$ cat src/rtl/scoreboard_pkg.sv
// Shared types for the multi-packet scoreboard: slot state encoding and slot-index sizing.
// No logic, no latency, no backpressure.
// Imported by the slot, the bus interface and the scoreboard top.
package scoreboard_pkg;

    typedef enum logic [1:0] {
        IDLE     = 2'd0,
        TRACKING = 2'd1,
        DONE     = 2'd2
    } slot_state_t;

    // A single-slot build still needs a 1-bit index port.
    function automatic int min_slot_width(input int n);
        return (n > 1) ? $clog2(n) : 1;
    endfunction

endpackage

$ cat src/rtl/multi_packet_scoreboard_if.sv
// Observed push/pop/data stream of the monitored in-order DUT.
// Pure wiring, zero latency.
// No backpressure: the monitor only listens.
interface multi_packet_scoreboard_if #(
    parameter int WIDTH = 8
) ();
    logic             push;
    logic             pop;
    logic             start;
    logic [WIDTH-1:0] data_in;
    logic [WIDTH-1:0] data_out;

    modport master (output push, pop, start, data_in, data_out);
    modport slave  (input  push, pop, start, data_in, data_out);
endinterface

$ cat src/rtl/scoreboard_slot.sv
// One tracked magic packet: stored data plus its 1-based distance from the DUT head.
// Capture registered; exit strobe combinational from state and the current pop.
// No backpressure: capture is only requested by the allocator while the slot is IDLE.
module scoreboard_slot
    import scoreboard_pkg::*;
#(
    parameter int WIDTH  = 8,
    parameter int CNTWID = 4
) (
    input  logic              clk,
    input  logic              rst,
    input  logic              capture,
    input  logic              pop,
    input  logic [WIDTH-1:0]  cap_data,
    input  logic [CNTWID-1:0] cap_pos,
    output logic              idle,
    output logic              tracking,
    output logic              exit_now,
    output logic [WIDTH-1:0]  data
);
    slot_state_t       state_q, state_d;
    logic [CNTWID-1:0] pos_q, pos_d;
    logic [WIDTH-1:0]  data_q, data_d;

    always_ff @(posedge clk or negedge rst) begin
        if (!rst) begin
            state_q <= IDLE;
            pos_q   <= '0;
            data_q  <= '0;
        end else begin
            state_q <= state_d;
            pos_q   <= pos_d;
            data_q  <= data_d;
        end
    end

    // A slot captured this cycle is still IDLE here, so it cannot exit in the same cycle.
    always_comb begin
        state_d  = state_q;
        pos_d    = pos_q;
        data_d   = data_q;
        exit_now = 1'b0;
        case (state_q)
            IDLE: begin
                if (capture) begin
                    state_d = TRACKING;
                    pos_d   = cap_pos;
                    data_d  = cap_data;
                end
            end
            TRACKING: begin
                if (pop) begin
                    if (pos_q == CNTWID'(1)) begin
                        exit_now = 1'b1;
                        state_d  = DONE;
                    end else begin
                        pos_d = pos_q - CNTWID'(1);
                    end
                end
            end
            default: ;
        endcase
    end

    assign idle     = (state_q == IDLE);
    assign tracking = (state_q == TRACKING);
    assign data     = data_q;
endmodule

$ cat src/rtl/multi_packet_scoreboard.sv
// Tracks up to NTRACK magic packets through an in-order DUT and flags data mismatches at exit.
// Exit strobe/prop_signal zero-latency to pop; occ, slots_busy and error flags one cycle later.
// No backpressure: passive monitor, overflow/underflow recorded as sticky errors.
module multi_packet_scoreboard
    import scoreboard_pkg::*;
#(
    parameter int DEPTH   = 8,
    parameter int WIDTH   = 8,
    parameter int NTRACK  = 2,
    parameter int CNTWID  = $clog2(DEPTH + 1),
    parameter int SLOTWID = min_slot_width(NTRACK)
) (
    input  logic                       clk,
    input  logic                       rst,
    multi_packet_scoreboard_if.slave   bus,
    output logic                       data_out_vld,
    output logic [SLOTWID-1:0]         exit_slot,
    output logic                       prop_signal,
    output logic [CNTWID-1:0]          occ,
    output logic [NTRACK-1:0]          slots_busy,
    output logic                       err_overflow,
    output logic                       err_underflow
);
    logic [CNTWID-1:0] occ_q, occ_d, cap_pos;
    logic              overflow, underflow, push_eff, pop_eff;
    logic              ovf_q, udf_q;
    logic [NTRACK-1:0] slot_idle, slot_tracking, capture_vec, exit_vec;
    logic [WIDTH-1:0]  slot_data [NTRACK];
    logic [WIDTH-1:0]  exit_data;
    logic              found;

    assign overflow  = bus.push & ~bus.pop & (occ_q == CNTWID'(DEPTH));
    assign underflow = bus.pop & (occ_q == '0);
    assign push_eff  = bus.push & ~overflow;
    assign pop_eff   = bus.pop & ~underflow;
    assign occ_d     = occ_q + CNTWID'(push_eff) - CNTWID'(pop_eff);
    // Position the new packet will hold once this cycle's pop has taken effect.
    assign cap_pos   = occ_q - CNTWID'(pop_eff) + CNTWID'(1);

    always_ff @(posedge clk or negedge rst) begin
        if (!rst) begin
            occ_q <= '0;
            ovf_q <= 1'b0;
            udf_q <= 1'b0;
        end else begin
            occ_q <= occ_d;
            ovf_q <= ovf_q | overflow;
            udf_q <= udf_q | underflow;
        end
    end

    always_comb begin
        capture_vec = '0;
        found       = 1'b0;
        for (int i = 0; i < NTRACK; i++) begin
            if (!found && slot_idle[i]) begin
                capture_vec[i] = bus.start & push_eff;
                found          = 1'b1;
            end
        end
    end

    for (genvar g = 0; g < NTRACK; g++) begin : g_slot
        scoreboard_slot #(
            .WIDTH  (WIDTH),
            .CNTWID (CNTWID)
        ) u_slot (
            .clk      (clk),
            .rst      (rst),
            .capture  (capture_vec[g]),
            .pop      (pop_eff),
            .cap_data (bus.data_in),
            .cap_pos  (cap_pos),
            .idle     (slot_idle[g]),
            .tracking (slot_tracking[g]),
            .exit_now (exit_vec[g]),
            .data     (slot_data[g])
        );
    end

    // Positions are unique, so exit_vec is at most one-hot and OR-encoding is exact.
    always_comb begin
        exit_slot = '0;
        exit_data = '0;
        for (int i = 0; i < NTRACK; i++) begin
            if (exit_vec[i]) begin
                exit_slot = exit_slot | SLOTWID'(i);
                exit_data = exit_data | slot_data[i];
            end
        end
    end

    assign data_out_vld  = |exit_vec;
    assign prop_signal   = ~data_out_vld | (exit_data == bus.data_out);
    assign occ           = occ_q;
    assign slots_busy    = slot_tracking;
    assign err_overflow  = ovf_q;
    assign err_underflow = udf_q;
endmodule

$ cat src/flat_wrapper.sv
// flat-port wrapper written by rule: the top's interface ports become plain ports
module multi_packet_scoreboard_flat import scoreboard_pkg::*;
#(
    parameter int DEPTH   = 8,
    parameter int WIDTH   = 8,
    parameter int NTRACK  = 2,
    parameter int CNTWID  = $clog2(DEPTH + 1),
    parameter int SLOTWID = min_slot_width(NTRACK)
)
  (clk, rst, data_out_vld, exit_slot, prop_signal, occ, slots_busy, err_overflow, err_underflow, bus_push, bus_pop, bus_start, bus_data_in, bus_data_out);
  multi_packet_scoreboard_if #(.WIDTH(WIDTH)) bus_i ();
  input  logic clk;
  input  logic rst;
  output logic data_out_vld;
  output logic [SLOTWID-1:0] exit_slot;
  output logic prop_signal;
  output logic [CNTWID-1:0] occ;
  output logic [NTRACK-1:0] slots_busy;
  output logic err_overflow;
  output logic err_underflow;
  input wire logic [$bits(bus_i.push)-1:0] bus_push;
  input wire logic [$bits(bus_i.pop)-1:0] bus_pop;
  input wire logic [$bits(bus_i.start)-1:0] bus_start;
  input wire logic [$bits(bus_i.data_in)-1:0] bus_data_in;
  input wire logic [$bits(bus_i.data_out)-1:0] bus_data_out;
  assign bus_i.push = bus_push;
  assign bus_i.pop = bus_pop;
  assign bus_i.start = bus_start;
  assign bus_i.data_in = bus_data_in;
  assign bus_i.data_out = bus_data_out;
  multi_packet_scoreboard #(.DEPTH(DEPTH), .WIDTH(WIDTH), .NTRACK(NTRACK), .CNTWID(CNTWID), .SLOTWID(SLOTWID)) u_core (.clk(clk), .rst(rst), .bus(bus_i), .data_out_vld(data_out_vld), .exit_slot(exit_slot), .prop_signal(prop_signal), .occ(occ), .slots_busy(slots_busy), .err_overflow(err_overflow), .err_underflow(err_underflow));
endmodule
$ cat config.mk
export PLATFORM = sky130hd
export DESIGN_NAME = multi_packet_scoreboard_flat
export DESIGN_NICKNAME = d
export VERILOG_FILES = /design/src/rtl/scoreboard_pkg.sv /design/src/rtl/multi_packet_scoreboard_if.sv /design/src/rtl/scoreboard_slot.sv /design/src/rtl/multi_packet_scoreboard.sv /design/src/flat_wrapper.sv
export SDC_FILE = /design/constraint.sdc
export NUM_CORES = 1
export LEC_CHECK = 0
export CAP_MARGIN = 20
export CORE_UTILIZATION = 48
export DETAILED_ROUTE_END_ITERATION = 10
export PLACE_DENSITY = 0.81
export SLEW_MARGIN = 20
export SYNTH_ARGS = -nofsm -noshare
export SYNTH_HDL_FRONTEND = slang
export SYNTH_SLANG_ARGS = --single-unit
$ cat constraint.sdc
create_clock -name clk -period 2.3 [get_ports clk]
set_input_delay 0.46 -clock clk [delete_from_list [all_inputs] [get_ports clk]]
set_output_delay 0.46 -clock clk [all_outputs]
set_load 0.005 [all_outputs]
==> Flow_metrics.wiki, run 1 <==
{| class="wikitable"
! Metric !! Value
|-
| Max Clock Freq || 0.362 GHz
|-
| Vias per std cell || 5.47
|-
| DRC violation total after the first TritonRoute iteration || 102
|-
| Cell with the largest stage delay on the worst path || dfrtp_1
|-
| Number of DRC violations after detailed routing || 0
|-
| Register clock-pin slew on the reported worst setup and hold paths || 0.07 ns
|-
| Delay of the slowest critical-path stage || 0.39 ns
|-
| Port Buf Inserts || 31
|-
| Startpoint Class || flop
|-
| Average footprint of a synthesized cell || 10.4 um2
|-
| Synthesized netlist net count || 227
|-
| Remaining antenna violation count after routing || 0
|-
| Number of different library cells in the post-synthesis netlist || 47
|-
| Pin count of the biggest net entering global routing || 35
|-
| Layout fillers || 214
|-
| Number of standard cells in the final layout excluding fillers || 340
|-
| HP Class || flop to flop
|-
| Count of endpoints failing setup in the final report || 2
|-
| Pre-CTS setup slack || -0.681 ns
|-
| Initial DRT Pass Iterations || 4
|-
| CP arrival || 2.30 ns
|-
| Share of the synthesized area in the top cell type || 42.7%
|-
| Tightest slew margin relative to the limit || 69.8%
|-
| First-pass GRT wire length || 9070 um
|-
| Sort of element at the end of the critical path || output pin
|-
| Die X-Extent || 66.4 um
|-
| Cells taking the most area after synthesis || dfrtp_1 (43%), mux2_2 (9.0%), ha_1 (8.2%)
|-
| Layout net count || 324
|-
| Violated checks || negative setup slack
|-
| Global-route track usage on met1 || 34.1%
|-
| CTS Buffer Depth || 2
|-
| Global-route met3 utilization || 7.07%
|-
| Total core area || 4000 um2
|-
| Pins over their slew limit || 0
|-
| Placed standard-cell area || 2670 um2
|-
| CTS root buf || clkbuf_8
|-
| Path type of the worst setup path || flop to output pin
|-
| Antenna diode count || 0
|-
| Antenna violations before repair || 0
|-
| Minimum period implied by the final worst setup slack || 2.76 ns
|-
| Multi-input combinational cell area || 1210 um2
|-
| Boundary Pins || 32
|-
| Die Area || 4410 um2
|-
| WL/cell || 18.4 um
|-
| Clock Sinks || 34
|-
| Initial cell density of the core || 49.8%
|-
| Post-synth EDFFs || 0
|-
| Crit path cell chain || inv_2, ha_4, nor3b_4, buf_6, buf_4, nand3_1, a21oi_2, xor2_1, nor4_2, a21bo_2, buf_2
|-
| Worst-path fanout max || 3
|-
| Library cell with the largest summed area after synthesis || dfrtp_1
|-
| Cell type group with the largest total delay on the critical path || simple AND/OR/NAND/NOR gates
|-
| Global placer's final weighted congestion || 0.861
|-
| Fraction of registers with async set or reset after synthesis || 100%
|-
| Period Utilization, post-route || 120%
|-
| TritonCTS clock tree || done
|-
| Hold violation count in the final report || 0
|-
| Layer with the highest usage after global routing || met2
|-
| Min Hold Slack || 0.480 ns
|-
| Via count of the first global-routing pass || 1905
|-
| Post-route clock skew || 0.00518 ns
|-
| Unrepaired setup endpoints after global routing || true
|-
| Post-Synthesis Cell Area || 1990 um2
|-
| Flip-flop and latch area || 851 um2
|-
| CP bufs+invs || 4
|-
| Final std cell area, no fill || 3150 um2
|-
| Total wire length || 6250 um
|-
| Leakage || 0.00141 uW
|-
| Count of state elements after synthesis || 34
|-
| Final worst-path setup slack || -0.463 ns
|-
| Instance count after placement with tap cells included || 311
|-
| Required time reported for the critical path endpoint || 1.84 ns
|-
| Clock latency reported for the late side of the worst-skew pair || 0.29 ns
|-
| Met2 Resource Use GR || 50.1%
|-
| Slew at the pin closest to its max-slew limit || 0.453 ns
|-
| Max-cap check violation count || 0
|-
| Area Growth Syn to Fin || 58.3%
|-
| Total number of H-tree levels || 2
|-
| Vias || 1859
|-
| Status || complete, but fails checks
|-
| Detailed placer's ending HPWL || 3620 um
|-
| Global Route Usage Sum || 28.5%
|-
| Number of standard cells after synthesis || 192
|-
| Proportion of layout cells with a drive suffix above 1 || 49.0%
|-
| Maximum resistive drop on vdd || 743 uV
|-
| Grt ovf || 0
|-
| Top FF cell, synth || dfrtp_1
|-
| Number of rows in the core area || 23
|-
| TritonCTS buffer count || 5
|-
| Seq/Total Area, Yosys || 42.7%
|-
| Number of warnings issued by yosys || 0
|-
| Power density over the cells || 1340 nW/um2
|-
| Die height || 66.4 um
|}
## layer usage
layer / routed length [um] / vias up
met5: 0 / -
met4: 123 / 0
met3: 306 / 14
met2: 3280 / 55
met1: 2540 / 932
li1: - / 858
## Yosys cell counts (all sizes together) (3+ instances only)
master	instances
dfrtp	34
inv	18
nand3	18
mux2	16
a21oi	14
ha	13
nor2	13
xor2	10
nand2	6
buf	5
o21ai	4
clkbuf	3
nand2b	3
nor3	3
nor4	3
o21bai	3
o22a	3
## power breakdown
part           switching, uW  internal, uW  leakage [uW]
Sequential               199           903      0.000400
Clock                    226           303     0.0000575
Combinational           1190          1390      0.000949
## layout by cell type, fill, tap and decap left out, drive strengths merged, types with 2 or more instances in the layout
master	instances
o21ai	4
nor3	3
clkbuf	9
buf	68
nand4	2
o311ai	2
nand2b	3
nor2	13
nor4	3
ha	13
a21oi	14
mux2	16
o21bai	3
clkdlybuf4s50	27
nand3	18
dfrtp	34
xor2	10
nand2	6
a21o	2
o22a	3
inv	18
nor3b	2
and3	2
## path summary, 6_finish.rpt
path / cells after the start / to / slack (ns) / from
min reg2reg: 1 / u_core.err_overflow / 0.48 / u_core.err_overflow
min in group asynchronous: 2 / u_core.g_slot[0].u_slot.data[0] / 0.60 / rst
max: 11 / prop_signal / -0.46 / u_core.g_slot[1].u_slot.pos_q[1]
max in group asynchronous: 2 / u_core.g_slot[1].u_slot.data[2] / 1.39 / rst
min: 1 / u_core.err_overflow / 0.48 / u_core.err_overflow
max reg2reg: 11 / u_core.occ[2] / 0.05 / u_core.occ[3]
## stage by stage
stage	setup TNS [ns]	total power (uW)	utilization [%]
after floorplan	0	2150	-
after global placement	-5.47	2960	66.7
after detailed placement	-6.57	3060	66.7
after CTS	-1.22	3950	76.2
after global routing	-0.728	4420	78.8
final	-0.538	4210	78.8
## cells by family (layout without fill, tap and decap cells)
group | after synthesis | after routing | share of synthesized area, %
buffers and inverters | 26 | 124 | 5.59
AND/OR/NAND/NOR | 56 | 56 | 16.8
AO/OA/AOI/OAI | 35 | 35 | 11.9
multiplexers | 16 | 16 | 9.05
flip-flops | 34 | 34 | 42.7
adder cells (fa/ha/maj) | 14 | 14 | 9.17
XOR/XNOR | 11 | 11 | 4.84
## repair_timing
| item | CTS | global route |
|---|---|---|
| hold buffers | 0 | 0 |
| gates cloned | 2 | 0 |
| gates resized for setup | 39 | 32 |
| pin swaps | 16 | 18 |
| buffers inserted | 21 | 4 |
| endpoints found under the setup margin | 7 | 19 |
## final cells by class
type	count	area share [%]
tap	50	1.98
multi-input combinational	132	38.5
inverter	18	2.30
timing repair inverter	1	0.238
timing repair buffer	97	26.5
sequential	34	27.0
clock buffer	8	3.49
## sequential cells by signal, summed over array words and instances, names as in the netlist
name and count:
u_core.err_overflow 1, u_core.g_slot.u_slot.data 16, u_core.g_slot.u_slot.state_q 4, u_core.occ 4
u_core.g_slot.u_slot.pos_q 8, u_core.err_underflow 1
No activity file was read; power rests on OpenSTA's default activity.
==> inputs of run 2 (changes only) <==
--- a/config.mk
+++ b/config.mk
@@ -8,7 +8,7 @@
 export CAP_MARGIN = 20
 export CORE_UTILIZATION = 48
 export DETAILED_ROUTE_END_ITERATION = 10
-export PLACE_DENSITY = 0.81
+export PLACE_DENSITY = 0.83
 export SLEW_MARGIN = 20
 export SYNTH_ARGS = -nofsm -noshare
 export SYNTH_HDL_FRONTEND = slang
==> run 2 against run 1 <==
  * Non-clock buffer count decreased by 5
  * Power is 3.6% higher
  * Register-to-register slack lost 0.24 ns
  * Critical path depth did not move
  * The run still ends with negative setup slack left
  * Combinational power rose by 3%
  * Worst hold slack better by 0.016 ns
  * Core utilization fell by 0.63 points
  * Largest cell class unchanged
  * Global-route usage fell by 0.16 points
  * Flip-flop and latch count did not move
  * Routed wire length rose by 14%
==> Flow_metrics.wiki, run 2 (synthesized netlist as in run 1, its figures left out) <==
{| class="wikitable"
! Metric !! Value
|-
| Pins over their slew limit || 0 (unchanged)
|-
| Pin count of the biggest net entering global routing || 35 (unchanged)
|-
| Slew at the pin closest to its max-slew limit || 0.447 ns (-0.00550 ns)
|-
| Die X-Extent || 66.4 um (unchanged)
|-
| Commonest cells after routing, fill and taps aside || buf_4 (52), dfrtp_1 (34), clkdlybuf4s50_1 (27)
|-
| Period Utilization, post-route || 120% (about the same)
|-
| DRC violation total after the first TritonRoute iteration || 160 (+57%)
|-
| TritonCTS clock tree || done
|-
| Power density over the cells || 1390 nW/um2 (+4.4%)
|-
| Max FFs per register || 16 (unchanged)
|-
| Vias || 1968 (+5.9%)
|-
| Global Route Usage Sum || 28.4% (-0.16 points)
|-
| Switching component of the power || 1760 uW (+9.2%)
|-
| Path type of the worst setup path || flop to output pin
|-
| Tightest slew margin relative to the limit || 70.2% (+0.37 points)
|-
| Max Clock Freq || 0.362 GHz (about the same)
|-
| First-pass GRT wire length || 8980 um (-0.99%)
|-
| CP arrival || 2.30 ns (about the same)
|-
| Maximum resistive drop on vdd || 944 uV (+27%)
|-
| Boundary Pins || 32 (unchanged)
|-
| Number of rows in the core area || 23 (unchanged)
|-
| Via count of the first global-routing pass || 1900 (-0.26%)
|-
| Internal power summed over all cells || 2600 uW (+0.14%)
|-
| Status || complete, but fails checks
|-
| TritonCTS buffer count || 5 (unchanged)
|-
| Reg2Reg Depth || 15 (+4)
|-
| Die Area || 4410 um2 (unchanged)
|-
| Initial cell density of the core || 49.8% (unchanged)
|-
| Sequential Power Share || 26.1% (about the same)
|-
| Final worst-path setup slack || -0.461 ns (+0.00162 ns)
|-
| HP Class || flop to flop
|-
| Leakage || 0.00141 uW (about the same)
|-
| Initial DRT Pass Iterations || 4 (unchanged)
|-
| Remaining antenna violation count after routing || 0 (unchanged)
|-
| Total wire length || 7130 um (+14%)
|-
| Total core area || 4000 um2 (unchanged)
|-
| Max-cap check violation count || 0 (unchanged)
|-
| Sw Ratio || 40.4% (+2.1 points)
|-
| Sort of element at the end of the critical path || output pin
|-
| End of the worst register-to-register path || u_core.g_slot[1].u_slot.pos_q[3]
|-
| Count of endpoints failing setup in the final report || 8 (+6)
|-
| Hold violation count in the final report || 0 (unchanged)
|-
| Worst-path fanout max || 2 (-1)
|-
| Vias per std cell || 5.89 (+7.8%)
|-
| Antenna violations before repair || 0 (unchanged)
|-
| Layout net count || 318 (-1.9%)
|-
| Die height || 66.4 um (unchanged)
|-
| Pre-CTS setup slack || -0.671 ns (+0.0100 ns)
|-
| Commonest non-fill, non-tap cell in the layout || buf_4
|-
| Register clock-pin slew on the reported worst setup and hold paths || 0.07 ns (about the same)
|-
| WL/cell || 21.3 um (+16%)
|-
| R2R Path Start || u_core.occ[2]
|-
| Required time reported for the critical path endpoint || 1.84 ns (about the same)
|-
| Proportion of layout cells with a drive suffix above 1 || 46.1% (-2.8 points)
|-
| Placed standard-cell area || 2680 um2 (+0.47%)
|-
| Hold path startpoint || u_core.err_overflow
|-
| Detailed placer's ending HPWL || 3510 um (-2.9%)
|-
| Clock latency reported for the late side of the worst-skew pair || 0.30 ns (about the same)
|-
| Post-route clock skew || 0.00402 ns (-0.00116 ns)
|-
| Flip-flop and latch area || 851 um2 (unchanged)
|-
| Antenna diode count || 0 (unchanged)
|-
| Endpoint, Worst Hold || u_core.err_overflow
|-
| CTS Buffer Depth || 2 (unchanged)
|-
| Violated checks || negative setup slack
|-
| Part of the total power dissipated in the clock network || 12.8% (+0.2 points)
|-
| CTS root buf || clkbuf_8
|-
| Area Growth Syn to Fin || 57.0%
|-
| Multi-input combinational cell area || 1230 um2 (+1.9%)
|-
| Number of DRC violations after detailed routing || 0 (unchanged)
|-
| Unrepaired setup endpoints after global routing || true
|-
| Global placer's final weighted congestion || 0.838 (-2.7%)
|-
| Combinational group share of total power || 61.2% (about the same)
|-
| Reg2reg setup slack || -0.19 ns (-0.24 ns)
|-
| Number of cells on the worst hold path || 1 (unchanged)
|-
| Final std cell area, no fill || 3130 um2 (-0.79%)
|-
| Total number of H-tree levels || 2 (unchanged)
|-
| Grt ovf || 0 (unchanged)
|-
| Port Buf Inserts || 31 (unchanged)
|-
| Layout fillers || 226 (+5.6%)
|-
| Minimum period implied by the final worst setup slack || 2.76 ns (-0.00162 ns)
|-
| Clock Sinks || 34 (unchanged)
|-
| Startpoint Class || flop
|}
==> run 2: changes by cell type in the layout (fill, tap and decap cells not counted), moves of 2 or more <==
cell | previous run | this run
buf_4 | 56 | 52
a21oi_2 | 9 | 6
clkbuf_8 | 8 | 5
inv_1 | 10 | 13
a21oi_1 | 5 | 7
buf_2 | 1 | 3
buf_6 | 10 | 8
clkinv_2 | 0 | 2
inv_2 | 6 | 4
inv_4 | 2 | 0
==> run 2: area by class of cell <==
type	count	area share, %
Sequential cell	34	27.2
Tap cell	50	2.00
Clock buffer	5	2.20
Multi-Input combinational cell	132	39.5
Timing Repair Buffer	92	25.5
Clock inverter	3	1.28
Inverter	18	2.32
==> run 2: metrics by stage <==
| stage | util [%] | power (uW) | setup TNS [ns] | hold WS (ns) | std cells |
|---|---|---|---|---|---|
| after floorplan | - | 2150 | 0 | 0.164 | 192 |
| after CTS | 71.8 | 3770 | -0.379 | 0.479 | 324 |
| after detailed placement | 67.0 | 3090 | -5.46 | 0.463 | 311 |
| final | 78.2 | 4360 | -0.833 | 0.496 | 334 |
| after global placement | 67.0 | 2990 | -4.92 | 0.456 | 311 |
| after global routing | 78.2 | 4570 | -1.62 | 0.517 | 334 |
==> run 2: worst max-delay path, cell delays in order (launching register included) <==
cell and delay (ns):
dfrtp_1 0.40, inv_2 0.09, ha_4 0.12, nor3b_4 0.21, buf_2 0.16, buf_6 0.11
nand3_4 0.09, a21oi_4 0.16, xor2_1 0.10, nor4_1 0.29, a21bo_2 0.19, buf_6 0.08
==> run 2: per-layer routing <==
layer  part of all wire, %  vias to the layer above  global-route usage (%)  wire length [um]
li1                      -                      852                       -                 -
met1                    39                      976                    33.4              2760
met2                    50                      103                    46.3              3590
met3                   5.7                       37                    6.03               405
met4                   5.1                        0                    18.9               367
met5                     0                        -                       0                 0
==> run 2: power groups by stage <==
stage               Sequential, uW  Clock [uW]  Combinational, uW
detailed placement            1070           0               2020
CTS                           1080         552               2140
global placement              1050           0               1940
floorplan                     1090           0               1060
global route                  1160         577               2830
finish                        1140         557               2670
==> run 2: how the worst max path moves through the flow <==
stage / from / end / cells past startpoint
6_report: u_core.g_slot[1].u_slot.pos_q[1] / prop_signal / 11
5_1_grt: u_core.g_slot[0].u_slot.pos_q[1] / prop_signal / 10
4_1_cts: u_core.g_slot[1].u_slot.pos_q[1] / prop_signal / 11
3_5_place_dp: bus_pop / prop_signal / 8
3_3_place_gp: bus_pop / prop_signal / 8
2_1_floorplan: u_core.g_slot[1].u_slot.pos_q[1] / prop_signal / 9
==> run 2: timing repair <==
item	CTS	global route
gates resized for setup	28	39
setup buffers	4	10
gates cloned	1	0
pin swaps	10	12
hold buffers	0	0
endpoints found under the setup margin	5	9
